## src/rtl/uart_pkg.sv

```systemverilog
// rtl/uart_pkg.sv - shared state encoding and frame constants for the UART transmitter
package uart_pkg;
  typedef enum logic [2:0] {
    IDLE   = 3'd0,
    START  = 3'd1,
    DATA   = 3'd2,
    PARITY = 3'd3,
    STOP   = 3'd4
  } uart_state_e;

  localparam int   DATA_BITS  = 8;
  localparam logic IDLE_LEVEL = 1'b1;
endpackage

```

## src/rtl/uart_baud_cnt.sv

```systemverilog
// rtl/uart_baud_cnt.sv - bit-period counter, one-cycle bit_done strobe every CLKS_PER_BIT cycles while enabled
module uart_baud_cnt #(
  parameter int CLKS_PER_BIT = 16
) (
  input  logic i_clk,
  input  logic i_rst_n,
  input  logic i_en,
  output logic o_bit_done
);
  localparam int CW = $clog2(CLKS_PER_BIT) + 1;

  logic [CW-1:0] r_cnt;
  logic          w_last;

  assign w_last = (r_cnt == CW'(CLKS_PER_BIT - 1));

  // Held at zero while disabled so each frame starts on a fresh bit period
  always_ff @(posedge i_clk or negedge i_rst_n) begin
    if (!i_rst_n) begin
      r_cnt <= '0;
    end else if (!i_en || w_last) begin
      r_cnt <= '0;
    end else begin
      r_cnt <= r_cnt + CW'(1);
    end
  end

  assign o_bit_done = i_en && w_last;
endmodule

```

## src/rtl/uart_tx.sv

```systemverilog
// rtl/uart_tx.sv - byte-serialising UART transmitter: start, 8 data bits LSB-first, optional even parity, stop
// Optional parity bit enabled by defining UART_TX_PARITY_EN.
module uart_tx
  import uart_pkg::*;
#(
  parameter int CLKS_PER_BIT = 16
) (
  input  logic CLK,
  input  logic RST_N,
  input  logic TX,
  input  logic D0,
  input  logic D1,
  input  logic D2,
  input  logic D3,
  input  logic D4,
  input  logic D5,
  input  logic D6,
  input  logic D7,
  input  logic Logic_0,
  input  logic Logic_1,
  output logic Serial_OUT
);
  uart_state_e r_state;
  uart_state_e w_state_nxt;
  logic [DATA_BITS-1:0] r_shift;
  logic [DATA_BITS-1:0] w_shift_nxt;
  logic [DATA_BITS-1:0] w_din;
  logic [2:0]           r_bit_idx;
  logic [2:0]           w_bit_idx_nxt;
  logic                 r_serial;
  logic                 w_serial_nxt;
  logic                 w_cnt_en;
  logic                 w_bit_done;
`ifdef UART_TX_PARITY_EN
  logic                 r_parity;
`endif

  assign w_din    = {D7, D6, D5, D4, D3, D2, D1, D0};
  assign w_cnt_en = (r_state != IDLE);

  uart_baud_cnt #(
    .CLKS_PER_BIT(CLKS_PER_BIT)
  ) u_baud_cnt (
    .i_clk     (CLK),
    .i_rst_n   (RST_N),
    .i_en      (w_cnt_en),
    .o_bit_done(w_bit_done)
  );

  always_comb begin
    w_state_nxt   = r_state;
    w_shift_nxt   = r_shift;
    w_bit_idx_nxt = r_bit_idx;
    case (r_state)
      IDLE: begin
        if (TX) begin
          w_state_nxt   = START;
          w_shift_nxt   = w_din;
          w_bit_idx_nxt = '0;
        end
      end
      START: if (w_bit_done) w_state_nxt = DATA;
      DATA: begin
        if (w_bit_done) begin
          w_shift_nxt   = r_shift >> 1;
          w_bit_idx_nxt = r_bit_idx + 3'd1;
          if (r_bit_idx == 3'(DATA_BITS - 1)) begin
`ifdef UART_TX_PARITY_EN
            w_state_nxt = PARITY;
`else
            w_state_nxt = STOP;
`endif
          end
        end
      end
      PARITY: if (w_bit_done) w_state_nxt = STOP;
      STOP:   if (w_bit_done) w_state_nxt = IDLE;
      default: w_state_nxt = IDLE;
    endcase

    // Output level follows the state being entered so the line changes on the same edge
    w_serial_nxt = IDLE_LEVEL;
    case (w_state_nxt)
      START:  w_serial_nxt = Logic_0;
      DATA:   w_serial_nxt = w_shift_nxt[0];
`ifdef UART_TX_PARITY_EN
      PARITY: w_serial_nxt = r_parity;
`endif
      STOP:   w_serial_nxt = Logic_1;
      default: w_serial_nxt = IDLE_LEVEL;
    endcase
  end

  always_ff @(posedge CLK or negedge RST_N) begin
    if (!RST_N) begin
      r_state   <= IDLE;
      r_shift   <= '0;
      r_bit_idx <= '0;
      r_serial  <= IDLE_LEVEL;
    end else begin
      r_state   <= w_state_nxt;
      r_shift   <= w_shift_nxt;
      r_bit_idx <= w_bit_idx_nxt;
      r_serial  <= w_serial_nxt;
    end
  end

`ifdef UART_TX_PARITY_EN
  always_ff @(posedge CLK or negedge RST_N) begin
    if (!RST_N) begin
      r_parity <= 1'b0;
    end else if (r_state == IDLE && TX) begin
      r_parity <= ^w_din;
    end
  end
`endif

  assign Serial_OUT = r_serial;
endmodule

```

## config.mk

```make
export PLATFORM = sky130hd
export DESIGN_NAME = uart_tx
export DESIGN_NICKNAME = d
export VERILOG_FILES = /design/src/rtl/uart_pkg.sv /design/src/rtl/uart_baud_cnt.sv /design/src/rtl/uart_tx.sv
export SDC_FILE = /design/constraint.sdc
export NUM_CORES = 1
export LEC_CHECK = 0
export CAP_MARGIN = 20
export CORE_MARGIN = 10
export CORE_UTILIZATION = 47
export DETAILED_ROUTE_END_ITERATION = 8
export PLACE_DENSITY = 0.76
export SYNTH_ARGS = -nofsm -noshare
export SYNTH_HDL_FRONTEND = slang
export SYNTH_SLANG_ARGS = --single-unit
```

## constraint.sdc

```tcl
create_clock -name CLK -period 2.05 [get_ports CLK]
set_input_delay 0.41 -clock CLK [delete_from_list [all_inputs] [get_ports CLK]]
set_output_delay 0.41 -clock CLK [all_outputs]
set_load 0.1 [all_outputs]
```

==> flow_summary.json, run 1 <==
{
  "cts_max_level": 1,
  "tns_ns": 0,
  "portBuffers": 13,
  "critPathTopFamily": "simple AND/OR/NAND/NOR gates",
  "finClkSkew_ns": 0.00458,
  "crit_buf_inv": 1,
  "crit_chain": "ha_1, and3_1, ha_1, nor4bb_4, nor2_4, a221oi_2, inv_1",
  "min_period_over_period_pct": 93.4,
  "synth_seq_cells": 20,
  "hold_violations": 0,
  "nets": 131,
  "finish.utilization_pct": 62.3,
  "ys_types": 29,
  "drtIter0Drc": 13,
  "cts.sinks": 20,
  "cpMostUsedCell": "ha_1",
  "maxSlewHeadroom_pct": 73.5,
  "grt_pass1_vias": 764,
  "hp-class": "input pin to async pin",
  "clockBufferDepth": 2,
  "overflow": 0,
  "worstPathRequired_ns": 2.24,
  "dieArea_sq_um": 4290,
  "grtUsageTotal_pct": 9.33,
  "antenna_cells": 0,
  "fmax_ghz": 0.523,
  "viasPerCell": 5.25,
  "area_growth_pct": 25.6,
  "root_buffer": "clkbuf_4",
  "netlist_area_sq_um": 973,
  "cpMaxStageDelayCell": "nor4bb_4",
  "setup_viol": 0,
  "place_congestion": 0.805,
  "grt_max_degree": 21,
  "grt_pass1_wl_um": 3210,
  "postCtsSetupBuffers": 0,
  "cts_made_buffers": 3,
  "dp.cells": 136,
  "syn_inst": 92,
  "instances_no_fill": 140,
  "std_cell_rows": 16,
  "final_max_slew_viol_count": 0,
  "crit_arrival_ns": 2.10,
  "syn-num-nets": 109,
  "cpPeakStageDelay_ns": 0.42,
  "clk_latency_ns": 0.30,
  "status": "completed",
  "cts_hold_buf": 0,
  "antenna_left": 0,
  "p_per_area_nw_per_um2": 1110,
  "ys_warn_count": 0,
  "routed_wirelength_um": 1910,
  "path_clk_slew_ns": 0.11,
  "core_area_sq_um": 1960,
  "p_total_mw": 1.35,
  "io_pins": 14,
  "period_needed_ns": 1.91,
  "hpwl_um": 1510,
  "yosysSeqAreaShare_pct": 51.5,
  "first_pass_iters": 4,
  "cts_tree": "yes",
  "die_x_um": 65.5,
  "criticalPathCategory": "flip-flop to flip-flop",
  "max-cap-violations": 0,
  "antenna_found_initial": 0,
  "rsz0062_at_grt": "false",
  "drive_gt1_share_pct": 18.6,
  "path_max_fanout": 10,
  "wl_per_cell_um": 13.6,
  "remaining_drc_errors": 0,
  "dieHeight_um": 65.5,
  "initial_core_util_pct": 49.6,
  "worstSetupStartpointType": "flip-flop",
  "peakVddDrop_uv": 571,
  "endpoint_kind": "flip-flop",
  "avgSynthCellArea_sq_um": 10.6,
  "num_vias": 735,
  "tightest_slew_ns": 0.396,
  "leakage_nw": 0.583
}
-- cell families after synthesis --
group	Yosys count	synth area share, %
xor+xnor	2	1.80
buf+inv	11	6.30
flops	20	51.5
fa+ha+maj	4	5.14
simple gates	35	18.9
compound gates	19	15.2
mux	1	1.16
-- synthesized netlist by cell type --
cell type   n  share of area, %
a22oi_1     6               4.6
xnor2_1     1              0.90
nor2_1      7               2.7
o21ai_0     2               1.0
nand2_1    14               5.4
xor2_1      1              0.90
nor3_1      3               1.5
a22o_1      3               2.7
o2bb2ai_1   1              0.90
inv_1       6               2.3
and3_1      2               1.3
or2_2       1              0.64
nor4b_4     1               2.4
nor4bb_1    1               1.0
dfstp_2     1               2.7
mux2_2      1               1.2
o21ai_1     2               1.0
buf_4       3               2.3
nand3_1     2               1.0
buf_6       1               1.2
nor2_2      1              0.64
dfrtp_1    19                49
nand3b_1    2               1.5
o211ai_1    1              0.77
a221oi_2    2               3.1
ha_1        4               5.1
a21oi_1     2               1.0
nor2b_1     1              0.64
clkbuf_2    1              0.51
-- metrics by stage --
step	hold WS (ns)	setup WS (ns)	area, sq um
2_1_floorplan	0.114	0.0504	978
3_3_place_gp	0.465	-0.0937	1180
3_5_place_dp	0.470	-0.177	1180
4_1_cts	0.448	0.122	1220
5_1_grt	0.459	0.0180	1220
6_report	0.437	0.136	1220
-- power breakdown --
part,internal [mW],total (mW),switching (mW)
clock network,0.0758,0.191,0.115
logic,0.251,0.532,0.281
registers,0.543,0.631,0.0878
-- layout by cell type (no fill, tap or decap) --
cell	Yosys	layout
nand2_1	14	14
nor2_4	0	1
nor2_1	7	7
o2bb2ai_1	1	1
o21ai_0	2	2
or2_2	1	1
dfstp_2	1	1
nor4b_4	1	1
clkbuf_4	0	3
nor2b_1	1	1
o21ai_1	2	2
nand3_1	2	2
ha_1	4	4
mux2_2	1	1
nand3b_1	2	2
a22o_1	3	3
dfrtp_1	19	19
nor4bb_4	0	1
buf_4	3	9
o211ai_1	1	1
and3_1	2	2
a221oi_2	2	2
xor2_1	1	1
a21oi_1	2	2
buf_12	0	1
nor3_1	3	3
inv_1	6	6
a22oi_1	6	6
xnor2_1	1	1
clkbuf_1	0	1
clkdlybuf4s50_1	0	12
-- worst register-to-register path: cells and delay by family (launching register included) --
family / cells / cell delay (ns)
AOI/OAI and AO/OA: 1 / 0.33
DFF: 1 / 0.37
adders and majority gates: 2 / 0.34
buffers and inverters: 1 / 0.07
and+or+nand+nor: 3 / 0.71
-- per-layer routing --
metal / routed length [um] / GRT usage (%)
met3: 118 / 3.22
met1: 866 / 9.72
met2: 890 / 16.3
met4: 34 / 4.55
met5: 0 / 0
-- path summary, 6_finish.rpt --
kind | to | start | slack, ns | cells after the start
worst min register to register | r_shift[2]$_DFFE_PN0P_ | r_shift[2]$_DFFE_PN0P_ | 0.49 | 2
worst max register to register | r_shift[0]$_DFF_PN0_ | u_baud_cnt.r_cnt[0]$_DFF_PN0_ | 0.14 | 7
worst max-delay path | r_shift[0]$_DFF_PN0_ | u_baud_cnt.r_cnt[0]$_DFF_PN0_ | 0.14 | 7
max in group asynchronous | Serial_OUT$_DFF_PN1_ | RST_N | 1.35 | 2
worst min-delay path | u_baud_cnt.r_cnt[4]$_DFF_PN0_ | RST_N | 0.44 | 2
min in group CLK | r_shift[2]$_DFFE_PN0P_ | r_shift[2]$_DFFE_PN0P_ | 0.49 | 2
-- final cells by class --
| cell class | instances | area (sq um) |
|---|---|---|
| clock buffers | 4 | 26.3 |
| repair buffers | 22 | 208 |
| inverters | 6 | 22.5 |
| well taps | 27 | 33.8 |
| fillers | 175 | 739 |
| flip-flops and latches | 20 | 502 |
| multi-input cells | 61 | 430 |
-- timing repair --
item / in CTS / in global routing
setup endpoints to repair: 11 / 0
gates resized for setup: 2 / 0
hold endpoints to repair: 0 / 0
-- state kept, by name, summed over array words and instances, names as in the netlist --
name	count
Serial_OUT	1
r_bit_idx	3
r_shift	8
r_state	3
u_baud_cnt.r_cnt	5
Note: power is estimated with default switching activity, not from simulation.
==> inputs of run 2 (changes only) <==
--- a/config.mk
+++ b/config.mk
@@ -5,6 +5,7 @@
 export SDC_FILE = /design/constraint.sdc
 export NUM_CORES = 1
 export LEC_CHECK = 0
+export ABC_CLOCK_PERIOD_IN_PS = 2050
 export CAP_MARGIN = 20
 export CORE_MARGIN = 10
 export CORE_UTILIZATION = 47
==> results of run 2 <==
The final DEF is identical to that of run 1; final timing and power are the same.
